### config.mk
export PLATFORM = sky130hd
export DESIGN_NAME = module_uart_ctrl_bank
export DESIGN_NICKNAME = d
export VERILOG_FILES = /design/src/rtl/module_uart_ctrl_bank_pkg.sv /design/src/rtl/module_uart_ctrl_bank_channel.sv /design/src/rtl/module_uart_ctrl_bank.sv
export SDC_FILE = /design/constraint.sdc
export NUM_CORES = 1
export LEC_CHECK = 0
export ABC_AREA = 1
export CAP_MARGIN = 20
export CORE_MARGIN = 10
export CORE_UTILIZATION = 52
export CTS_BUF_LIST = sky130_fd_sc_hd__clkbuf_8
export DETAILED_ROUTE_END_ITERATION = 10
export MAX_ROUTING_LAYER = met4
export PLACE_DENSITY = 0.88
export SETUP_SLACK_MARGIN = 0.4
export SLEW_MARGIN = 0
export SYNTH_ARGS = -nofsm -noshare
export SYNTH_HDL_FRONTEND = slang
export SYNTH_SLANG_ARGS = --single-unit
### constraint.sdc
create_clock -name clk_i -period 3.45 [get_ports clk_i]
set_input_delay 0.5175 -clock clk_i [delete_from_list [all_inputs] [get_ports clk_i]]
set_output_delay 0.5175 -clock clk_i [all_outputs]
set_load 0.005 [all_outputs]
### src/rtl/module_uart_ctrl_bank_pkg.sv
// Shared register layout for the UART control bank.
// Latency: n/a (types and constants only).
// Backpressure: n/a.
//
// Contents: bit positions of the per-channel control/status register,
// the RX byte counter width, and a packed struct view of that register.
package pkg_UART;

  // Architectural register width; anything above this reads as zero.
  localparam int REG_W       = 16;

  // Bit positions inside a channel register.
  localparam int SEND_BIT    = 0;
  localparam int NEW_RX_BIT  = 1;
  localparam int OVERRUN_BIT = 2;
  localparam int IRQ_EN_BIT  = 3;
  localparam int RX_CNT_LSB  = 8;
  localparam int RX_CNT_W    = 8;

  // Packed view, MSB first, so that a cast to logic [REG_W-1:0] gives the
  // exact software-visible layout.
  typedef struct packed {
    logic [RX_CNT_W-1:0] rx_cnt;   // [15:8] received byte count, wraps
    logic [3:0]          rsvd;     // [7:4]  always zero
    logic                irq_en;   // [3]
    logic                overrun;  // [2]    sticky until W1C
    logic                new_rx;   // [1]    byte waiting
    logic                send;     // [0]    transmit request
  } ch_reg_t;

endpackage

### src/rtl/module_uart_ctrl_bank_channel.sv
// One UART channel control/status register with its hardware event logic.
// Latency: register updates on the edge after a write/clear/event.
// Backpressure: none; every strobe and event is accepted on the cycle it appears.
//
// Ports:
//   clk_i, rst_i      clock, synchronous active-high reset
//   wr_en_i           write strobe, already decoded for this channel
//   clr_en_i          write-1-to-clear strobe, already decoded for this channel
//   wdata_i[3:0]      low write-data bits (only these are architecturally used)
//   send_done_i       transmit-complete pulse
//   rx_valid_i        byte-received pulse
//   reg_o             current register value (software layout)
//   send_o            SEND bit
//   irq_o             registered interrupt (only when UART_CTRL_IRQ_EN is defined)
//
// Build option: UART_CTRL_IRQ_EN enables the IRQ_EN bit and the irq_o output.
module module_uart_ctrl_channel
  import pkg_UART::*;
(
  input  logic             clk_i,
  input  logic             rst_i,
  input  logic             wr_en_i,
  input  logic             clr_en_i,
  input  logic [3:0]       wdata_i,
  input  logic             send_done_i,
  input  logic             rx_valid_i,
  output logic [REG_W-1:0] reg_o,
  output logic             send_o,
  output logic             irq_o
);

  ch_reg_t r_q;
  ch_reg_t r_d;
  logic    clr_new_rx;
  logic    clr_ovr;

  always_comb begin
    r_d        = r_q;
    // A normal write in the same cycle suppresses the clear strobe.
    clr_new_rx = clr_en_i && !wr_en_i && wdata_i[NEW_RX_BIT];
    clr_ovr    = clr_en_i && !wr_en_i && wdata_i[OVERRUN_BIT];

    // A software write always wins over the done pulse, so a fresh request
    // issued on the completion cycle is not lost.
    if (wr_en_i) begin
      r_d.send = wdata_i[SEND_BIT];
    end else if (send_done_i) begin
      r_d.send = 1'b0;
    end

`ifdef UART_CTRL_IRQ_EN
    if (wr_en_i) begin
      r_d.irq_en = wdata_i[IRQ_EN_BIT];
    end
`else
    r_d.irq_en = 1'b0;
`endif

    // Arrival sets NEW_RX even when software clears it on the same edge.
    if (rx_valid_i) begin
      r_d.new_rx = 1'b1;
      r_d.rx_cnt = r_q.rx_cnt + RX_CNT_W'(1);
    end else if (clr_new_rx) begin
      r_d.new_rx = 1'b0;
    end

    // Overrun only if the previous byte is still unacknowledged after this
    // edge's clear; a coincident NEW_RX clear consumes the old byte.
    if (rx_valid_i && r_q.new_rx && !clr_new_rx) begin
      r_d.overrun = 1'b1;
    end else if (clr_ovr) begin
      r_d.overrun = 1'b0;
    end

    r_d.rsvd = '0;
  end

  always_ff @(posedge clk_i) begin
    if (rst_i) begin
      r_q <= '0;
    end else begin
      r_q <= r_d;
    end
  end

  assign reg_o  = r_q;
  assign send_o = r_q.send;

`ifdef UART_CTRL_IRQ_EN
  // Registered from the updated state: one cycle behind the register.
  always_ff @(posedge clk_i) begin
    if (rst_i) begin
      irq_o <= 1'b0;
    end else begin
      irq_o <= r_q.irq_en && (r_q.new_rx || r_q.overrun);
    end
  end
`else
  logic unused_irq_en_bit;
  assign unused_irq_en_bit = wdata_i[IRQ_EN_BIT];
  assign irq_o             = 1'b0;
`endif

endmodule

### src/rtl/module_uart_ctrl_bank.sv
// Bank of N_CH UART control/status registers with a shared write/clear/read port.
// Latency: writes/clears/events take effect on the next edge; read data 1 cycle after rd_en_i.
// Backpressure: none; one access per cycle is always accepted, reads return unconditionally.
//
// Ports:
//   clk_i, rst_i             clock, synchronous active-high reset
//   wr_en_i, clr_en_i        write / write-1-to-clear strobes, target wr_ch_i
//   wr_ch_i, wdata_i         target channel and data for write/clear
//   rd_en_i, rd_ch_i         read request and channel
//   rdata_o, rvalid_o        registered read data and its one-cycle valid
//   send_done_i, rx_valid_i  per-channel hardware event pulses
//   send_o, irq_o            per-channel SEND bit and interrupt
//
// Build option: UART_CTRL_IRQ_EN enables IRQ_EN and irq_o; otherwise irq_o is 0.
module module_uart_ctrl_bank
  import pkg_UART::*;
#(
  parameter  int DATA_WIDTH = 32,
  parameter  int N_CH       = 4,
  localparam int CH_W       = $clog2(N_CH)
) (
  input  logic                  clk_i,
  input  logic                  rst_i,
  input  logic                  wr_en_i,
  input  logic                  clr_en_i,
  input  logic [CH_W-1:0]       wr_ch_i,
  input  logic [DATA_WIDTH-1:0] wdata_i,
  input  logic                  rd_en_i,
  input  logic [CH_W-1:0]       rd_ch_i,
  output logic [DATA_WIDTH-1:0] rdata_o,
  output logic                  rvalid_o,
  input  logic [N_CH-1:0]       send_done_i,
  input  logic [N_CH-1:0]       rx_valid_i,
  output logic [N_CH-1:0]       send_o,
  output logic [N_CH-1:0]       irq_o
);

  logic [N_CH-1:0]       wr_sel;
  logic [N_CH-1:0]       clr_sel;
  logic [REG_W-1:0]      ch_reg [N_CH];
  logic [DATA_WIDTH-1:0] rd_word;

  // Only bits [3:0] of the write data have any architectural meaning.
  logic unused_wdata;
  assign unused_wdata = ^wdata_i[DATA_WIDTH-1:4];

  // Channel decode: an index with no matching channel selects nothing,
  // which makes out-of-range writes and clears silently vanish.
  for (genvar n = 0; n < N_CH; n++) begin : g_ch
    assign wr_sel[n]  = wr_en_i  && (wr_ch_i == CH_W'(n));
    assign clr_sel[n] = clr_en_i && (wr_ch_i == CH_W'(n));

    module_uart_ctrl_channel u_ch (
      .clk_i       (clk_i),
      .rst_i       (rst_i),
      .wr_en_i     (wr_sel[n]),
      .clr_en_i    (clr_sel[n]),
      .wdata_i     (wdata_i[3:0]),
      .send_done_i (send_done_i[n]),
      .rx_valid_i  (rx_valid_i[n]),
      .reg_o       (ch_reg[n]),
      .send_o      (send_o[n]),
      .irq_o       (irq_o[n])
    );
  end

  // Read mux samples the pre-update register values; an unmatched index
  // falls through to zero.
  always_comb begin
    rd_word = '0;
    for (int n = 0; n < N_CH; n++) begin
      if (rd_ch_i == CH_W'(n)) begin
        rd_word[REG_W-1:0] = ch_reg[n];
      end
    end
  end

  // rdata_o holds its last value between reads.
  always_ff @(posedge clk_i) begin
    if (rst_i) begin
      rdata_o  <= '0;
      rvalid_o <= 1'b0;
    end else begin
      rvalid_o <= rd_en_i;
      if (rd_en_i) begin
        rdata_o <= rd_word;
      end
    end
  end

endmodule

== Word-level counts from Yosys, hierarchy flattened ==
Index checks and enable logic that the tools add are counted.

* Reduce and logical (&&, ||, !) cells: 50
* Equal/unequal tests: 6
* $add $sub $neg: 4
* Muxes and demuxes: 28

{| class="wikitable"
|+ Operators by type and width
! cell !! count
|-
| $mux W16 || 4
|-
| $add A8 B1 Y8 const B || 4
|-
| $logic_and A1 B1 Y1 || 28
|-
| $mux W1 || 24
|-
| $reduce_bool A2 Y1 || 12
|-
| $eq A2 B2 Y1 const B || 4
|-
| $logic_not A1 Y1 || 8
|-
| $eq A2 B1 Y1 const B || 2
|-
| $logic_not A2 Y1 || 2
|}

* Output and inout bits: 41
* Flip-flop bits (word level): 61

== Depth between registers and ports, before layout ==
Gate-level depths: netlist (run 1).

* Depth in word-level cells: 8
* Mapped depth: 8

== Cells and area by module ==
Synthesis (run 1) repeated with hierarchy kept, for this count alone.

* Cell total of the unflattened synthesis: 484
* Area total of the unflattened synthesis: 3316.9 um^2

{| class="wikitable"
|+ Modules (own cells, without submodules)
! module !! area an instance (um^2) !! sequential area each (um^2) !! times used !! cells an instance
|-
| module_uart_ctrl_channel || 516.7 || 220.2 || 4 || 70
|-
| module_uart_ctrl_bank || 1249.9 || 340.3 || 1 || 204
|}

== Least setup slack after synthesis (run 1) ==
No wires, ideal clock.

* Path type: input -> register
* Start point: in rst_i
* End point: reg g_ch[0].u_ch.r_q (netlist bit g_ch[0].u_ch.reg_o[13])
* Setup time: 115 ps
* Path slack: 2216 ps
* Data required time: 3335 ps
* Arrival time: 1119 ps
* Cell stages on the path: 6
* Cells stage by stage: buf_2 -> inv_1 -> buf_2 -> buf_4 -> nand2_1 -> nor2_1

{| class="wikitable"
|+ RTL lines
! what !! RTL line !! source
|-
| from (decl) || module_uart_ctrl_bank.sv:23 || <nowiki>input logic rst_i,</nowiki>
|-
| to (signal assigned) || module_uart_ctrl_bank_channel.sv:82 || <nowiki>r_q <= r_d;</nowiki>
|-
| to (decl) || module_uart_ctrl_bank_channel.sv:32 || <nowiki>ch_reg_t r_q;</nowiki>
|}

== Worst setup path in the final report (run 1) ==
* Start point: in rd_ch_i[0]
* End point: reg rdata_o[8]

* Cells in the longest elaborated chain, start to end: 5
* Elaborated cells between the ends (all ways): 8
* Classes of those cells: eq/ne (3); mux (4); reduce/logical (1)

{| class="wikitable"
|+ RTL lines
! what !! RTL line !! source
|-
| from (decl) || module_uart_ctrl_bank.sv:29 || <nowiki>input logic [CH_W-1:0] rd_ch_i,</nowiki>
|-
| $logic_not A2 Y1 || module_uart_ctrl_bank.sv:72 || <nowiki>if (rd_ch_i == CH_W'(n)) begin</nowiki>
|-
| $mux W16 (3 in series) || module_uart_ctrl_bank.sv:72 ||
|-
| $mux W16 (*) || module_uart_ctrl_bank.sv:72 ||
|-
| to (signal assigned) || module_uart_ctrl_bank.sv:86 || <nowiki>rdata_o <= rd_word;</nowiki>
|-
| to (decl) || module_uart_ctrl_bank.sv:30 || <nowiki>output logic [DATA_WIDTH-1:0] rdata_o,</nowiki>
|}

Every way passes the cells marked *; elsewhere a longest branch is shown, timed or not.
A chain may end at the register's enable or synchronous reset.

==> results of run 1 <==
[stage by stage]
| step | hold WS (ns) | utilization, % | std cells | total power (uW) | setup slack (ns) |
|---|---|---|---|---|---|
| floorplan | 0.444 | - | 431 | 815 | 2.22 |
| global placement | 0.455 | 59.1 | 496 | 854 | 1.18 |
| detailed placement | 0.459 | 59.1 | 496 | 859 | 1.15 |
| CTS | 0.474 | 61.2 | 504 | 1270 | 1.45 |
| global route | 0.497 | 61.2 | 504 | 1320 | 1.37 |
| finish | 0.474 | 61.2 | 504 | 1270 | 1.43 |
[metal layers]
layer	routed length (um)	track usage (%)
met4	98	4.56
met3	485	2.96
met1	2730	17.8
met2	3180	25.3
met5	0	-
[cells in the mapped netlist]
library cell | instances | area (um2)
a21oi_1 | 26 | 130
a31oi_1 | 1 | 6.26
buf_1 | 1 | 3.75
buf_2 | 6 | 30.0
buf_4 | 30 | 225
buf_6 | 3 | 33.8
clkbuf_1 | 2 | 7.51
conb_1 | 1 | 3.75
dfxtp_1 | 56 | 1120
ha_1 | 4 | 50.1
inv_1 | 33 | 124
inv_2 | 1 | 3.75
nand2_1 | 80 | 300
nand2_2 | 2 | 12.5
nand3_1 | 24 | 120
nand3_2 | 1 | 10.0
nand4_1 | 8 | 50.1
nor2_1 | 63 | 236
nor2_2 | 1 | 6.26
nor2_4 | 2 | 22.5
nor3_1 | 12 | 60.1
nor3b_1 | 1 | 7.51
o211ai_1 | 1 | 7.51
o21ai_0 | 38 | 190
o21ai_1 | 5 | 25.0
o21ai_2 | 2 | 17.5
o21bai_1 | 1 | 7.51
o21bai_2 | 1 | 11.3
xnor2_1 | 1 | 8.76
[flip-flops by register name, indices dropped and copies added, names as in the netlist]
signal and cells:
g_ch.u_ch.send_o 4, g_ch.u_ch.reg_o 40, rvalid_o 1, rdata_o 11
[critical path: cells and delay by family]
kind / cells / cell delay, ns
buffers and inverters: 1 / 0.93
and+or+nand+nor: 3 / 0.50
AOI/OAI and AO/OA: 1 / 0.33
[area by class of cell]
cell class / count / area (um2)
Sequential cell: 56 / 1120
Tap cell: 70 / 87.6
Multi-Input combinational cell: 299 / 1370
Timing Repair Buffer: 37 / 365
Clock buffer: 5 / 68.8
Clock inverter: 3 / 38.8
Inverter: 34 / 128
Fill cell: 500 / 2020
[kinds of logic after synthesis]
group	Yosys count	share of synthesized area, %
adders and majority gates	4	1.77
DFF	56	39.6
AOI/OAI and AO/OA	75	14.0
buffers and inverters	76	15.1
and+or+nand+nor	194	29.2
xor gates and xnor gates	1	0.309
other	1	0.132
[path summary, 6_finish.rpt]
kind,startpoint,cells past startpoint,end,slack [ns]
setup / recovery,rd_ch_i[0],5,rdata_o[8],1.43
hold / removal,g_ch[3].u_ch.reg_o[2],2,g_ch[3].u_ch.reg_o[2],0.47
setup reg to reg,g_ch[1].u_ch.reg_o[9],8,g_ch[1].u_ch.reg_o[14],2.10
hold reg to reg,g_ch[3].u_ch.reg_o[2],2,g_ch[3].u_ch.reg_o[2],0.47
[power by group]
part / internal [uW] / leakage (uW) / switching [uW]
logic: 68.6 / 0.000764 / 88.2
clock network: 213 / 0.0000593 / 212
registers: 672 / 0.000458 / 17.9
==> impl_metrics.ini, run 1 <==
[global_route]
grt_overflow = 0
grt_first_pass_wirelength_um = 10800
grt_antenna_before_repair = 0
grt_start_max_net_pins = 26
grt_pass1_vias = 2379
gr-usage-all-layers_pct = 15.1

[worst_setup_path]
setup.worst_path.end_class = flip-flop
crit_required_ns = 3.71
critPathMaxFanout = 14
startpoint_type = input pin
setup.worst_path.class = in2reg
timing.critical_path.arrival_ns = 2.28
worst_path_max_delay_cell = clkdlybuf4s50_1
crit_chain = clkdlybuf4s50_1 > nand2_1 > o21ai_0 > nor3_1 > nor2_1
worst_path_largest_cell_delay_ns = 0.93

[timing]
summed_negative_setup_slack_over_all_endpoints_ns = 0
fin_worst_skew_ns = 0.00710
slew-limit-headroom_pct = 47.5
timing.final.hold_violations = 0
worst_pin_slew_ns = 0.785
final_period_minus_worst_setup_slack_ns = 2.02
final_max_slew_viol_count = 0
unrepaired_setup_endpoints_after_global_routing = no
fmax_mhz = 494
timing.final.crit_share_pct = 58.7
report.final.setup_viol = 0

[clock_network]
cts.root.buffer_cell = clkbuf_8
cts_setup_buffers = 0
post_cts_resized = 0
hold_buffers = 0
clock_latency_at_the_later_pin_of_the_worst_skew_pair_ns = 0.31
numCtsBuffers = 5
cts.sinks = 56
htree_levels = 2
tritoncts_clock_tree = done
clk_transition_reported_paths_ns = 0.10
clockBufferDepth = 2

[layout]
layout.cells.most_common_list = 80 x nand2_1, 63 x nor2_1, 56 x dfxtp_1, 38 x o21ai_0, 35 x clkdlybuf4s50_1
leading_cell_type_in_the_layout_fill_and_taps_excluded = nand2_1
final_nets = 486
area_growth_syn_to_layout_pct = 12.4
final_area_mm2 = 0.00318
final_layout_size_suffix_gt1_share_pct = 4.38
antenna-diode-count = 0

[run]
timing.max_cap.violations = 0

[floorplan]
io_pins = 90
floorplan.core_area_mm2 = 0.00520
initial_utilization_pct = 54.4
floorplan.die.height_um = 93.8
die_width_um = 93.8
floorplan.rows = 26
dieArea_mm2 = 0.00880

[logic_synthesis]
synth_sequential_area_ratio_pct = 39.6
ys.warnings.count = 0
syn-cell-area_mm2 = 0.00283
avgSynthCellArea_um2 = 6.96
cells_after_synth = 407
yosysUniqueCellTypes = 29
count_of_state_elements_after_synthesis = 56

[routing]
drt-vias-per-instance = 5.15
detailroute.via_count = 2596
first_iter_violations = 230
routedWlPerCell_um = 12.9
drc_errors = 0
detail-route-antenna-nets = 0
finalWirelength_um = 6500
drtPass1Iterations = 6

[power]
power.density_mw_per_mm2 = 399
cellLeakagePower_uw = 0.00128
peakVddDrop_mv = 0.319

[min_path]
worstHoldPathType = reg2reg

[placement]
port_buffers = 35
globalplace.congestion = 0.875
placedInstanceArea_mm2 = 0.00308
post-dp-hpwl_um = 4980

[status]
status = completed
(Power assumes the default switching activity.)
==> run 2, diff against run 1 <==
--- a/config.mk
+++ b/config.mk
@@ -8,11 +8,11 @@
 export ABC_AREA = 1
 export CAP_MARGIN = 20
 export CORE_MARGIN = 10
-export CORE_UTILIZATION = 52
+export CORE_UTILIZATION = 48
 export CTS_BUF_LIST = sky130_fd_sc_hd__clkbuf_8
 export DETAILED_ROUTE_END_ITERATION = 10
 export MAX_ROUTING_LAYER = met4
-export PLACE_DENSITY = 0.88
+export PLACE_DENSITY = 0.82
 export SETUP_SLACK_MARGIN = 0.4
 export SLEW_MARGIN = 0
 export SYNTH_ARGS = -nofsm -noshare
==> constraint.sdc (replaced) <==
create_clock -name clk_i -period 2.1 [get_ports clk_i]
set_input_delay 0.315 -clock clk_i [delete_from_list [all_inputs] [get_ports clk_i]]
set_output_delay 0.315 -clock clk_i [all_outputs]
set_load 0.005 [all_outputs]
==> run 2 against run 1 <==
Die area up 6.5%. Sequential power up 64%. Routed wire length down 0.95%. Global-route usage down 1.4 points. Worst hold slack about the same. Register-to-register slack worse by 1.3 ns. Clock power up 44%. Clock skew down 0.0026 ns. Combinational power up 68%. Count of clock-buffer cells in the layout up 1. Cell count up 1.4%. Critical endpoint is now rdata_o[10]. Largest cell class unchanged. Largest power group unchanged. Highest routed layer unchanged.
==> impl_metrics.ini, run 2 (same netlist as run 1, synthesis figures left out) <==
[status]
status = completed

[clock_network]
numCtsBuffers = 5
cts.root.buffer_cell = clkbuf_8
clockBufferDepth = 2
htree_levels = 2
clk_transition_reported_paths_ns = 0.10
cts.sinks = 56
post_cts_resized = 0
clock_latency_at_the_later_pin_of_the_worst_skew_pair_ns = 0.31
tritoncts_clock_tree = done
cts_setup_buffers = 0
hold_buffers = 0

[floorplan]
initial_utilization_pct = 50.5
io_pins = 90
die_width_um = 96.8
floorplan.rows = 27
floorplan.core_area_mm2 = 0.00561
dieArea_mm2 = 0.00937
floorplan.die.height_um = 96.8

[power]
power.density_mw_per_mm2 = 625
power.sequential.fraction_pct = 56.5
combinationalPowerShare_pct = 13.1
power.switching_uw = 520
cellLeakagePower_uw = 0.00130
power_switching_share_pct = 25.9
clkPwrFrac_pct = 30.4
peakVddDrop_mv = 0.441
p_int_uw = 1490

[timing]
unrepaired_setup_endpoints_after_global_routing = no
worst_pin_slew_ns = 0.542
summed_negative_setup_slack_over_all_endpoints_ns = 0
timing.final.crit_share_pct = 71.4
final_max_slew_viol_count = 0
fin_worst_skew_ns = 0.00451
layout_setup_ws_ns = 0.600
report.final.setup_viol = 0
timing.final.hold_violations = 0
slew-limit-headroom_pct = 63.7
fmax_mhz = 667
final_period_minus_worst_setup_slack_ns = 1.50

[worst_setup_path]
setup.worst_path.end_class = output pin
worst_path_largest_cell_delay_ns = 0.52
critPathMaxFanout = 2
worst_path_max_delay_cell = clkdlybuf4s50_1
crit_chain = clkdlybuf4s50_1
critical_path_buf_inv_count = 1
worstRegToRegCells = 6
timing.critical_path.arrival_ns = 1.19
setup.worst_path.class = reg2out
startpoint_type = flip-flop
timing.critical_path.max_delay_family = buffers and inverters
crit_required_ns = 1.78
path_depth = 1

[routing]
finalWirelength_um = 6430
detailroute.via_count = 2554
detail-route-antenna-nets = 0
drt-vias-per-instance = 5.00
drc_errors = 0
drtPass1Iterations = 4
routedWlPerCell_um = 12.6
first_iter_violations = 178

[global_route]
gr-usage-all-layers_pct = 13.7
grt_overflow = 0
grt_start_max_net_pins = 40
grt_antenna_before_repair = 0
grt_pass1_vias = 2392
grt_first_pass_wirelength_um = 10800

[placement]
place_ws_ns = 0.375
placedCellCount = 503
globalplace.congestion = 0.847
port_buffers = 35
post-dp-hpwl_um = 4950
placedInstanceArea_mm2 = 0.00312

[layout]
layout.cells.most_common_list = 80 x nand2_1, 63 x nor2_1, 56 x dfxtp_1, 38 x o21ai_0, 35 x clkdlybuf4s50_1
final_layout_size_suffix_gt1_share_pct = 5.69
utilization_pct = 57.2
largest_reg_flops = 40
final_area_mm2 = 0.00321
final_cell_count_no_fill = 511
final_nets = 491
leading_cell_type_in_the_layout_fill_and_taps_excluded = nand2_1
antenna-diode-count = 0
area_growth_syn_to_layout_pct = 13.3

[min_path]
worstHoldPathType = reg2reg
hold_depth = 2

[run]
timing.max_cap.violations = 0
[run 2: area by class of cell]
class | count | area, um2
fill | 531 | 2400
multi-input combinational | 299 | 1370
sequential | 56 | 1120
timing repair buffer | 42 | 403
inverter | 34 | 128
tap | 72 | 90.1
clock buffer | 6 | 82.6
clock inverter | 2 | 10.0
[run 2: power by group through the flow]
stage | registers (uW) | clock network, uW | logic, uW
after floorplan | 1150 | 0 | 186
final | 1130 | 610 | 264
after global placement | 1160 | 0 | 257
after CTS | 1130 | 630 | 262
after global routing | 1140 | 654 | 300
after detailed placement | 1160 | 0 | 261
[run 2: per-stage QoR]
step                total power [uW]  hold slack, ns
CTS                             2030           0.471
global placement                1410           0.454
detailed placement              1420           0.456
global route                    2090           0.501
floorplan                       1340           0.444
finish                          2010           0.474
[run 2: path summary, 6_finish.rpt]
check / from / end / slack, ns
max: rdata_o[10] / rdata_o[10] / 0.60
min: g_ch[0].u_ch.reg_o[2] / g_ch[0].u_ch.reg_o[2] / 0.47
max reg2reg: g_ch[0].u_ch.reg_o[8] / g_ch[0].u_ch.reg_o[14] / 0.79
min reg2reg: g_ch[0].u_ch.reg_o[2] / g_ch[0].u_ch.reg_o[2] / 0.47
[run 2: per-layer routing]
layer	share of wire (%)	vias to the layer above	wire [um]	track usage (%)
li1	-	1326	-	-
met1	44	1165	2830	16.1
met2	48	57	3070	22.3
met3	7.2	6	463	3.69
met4	1.0	0	66	4.28
met5	0	-	0	-
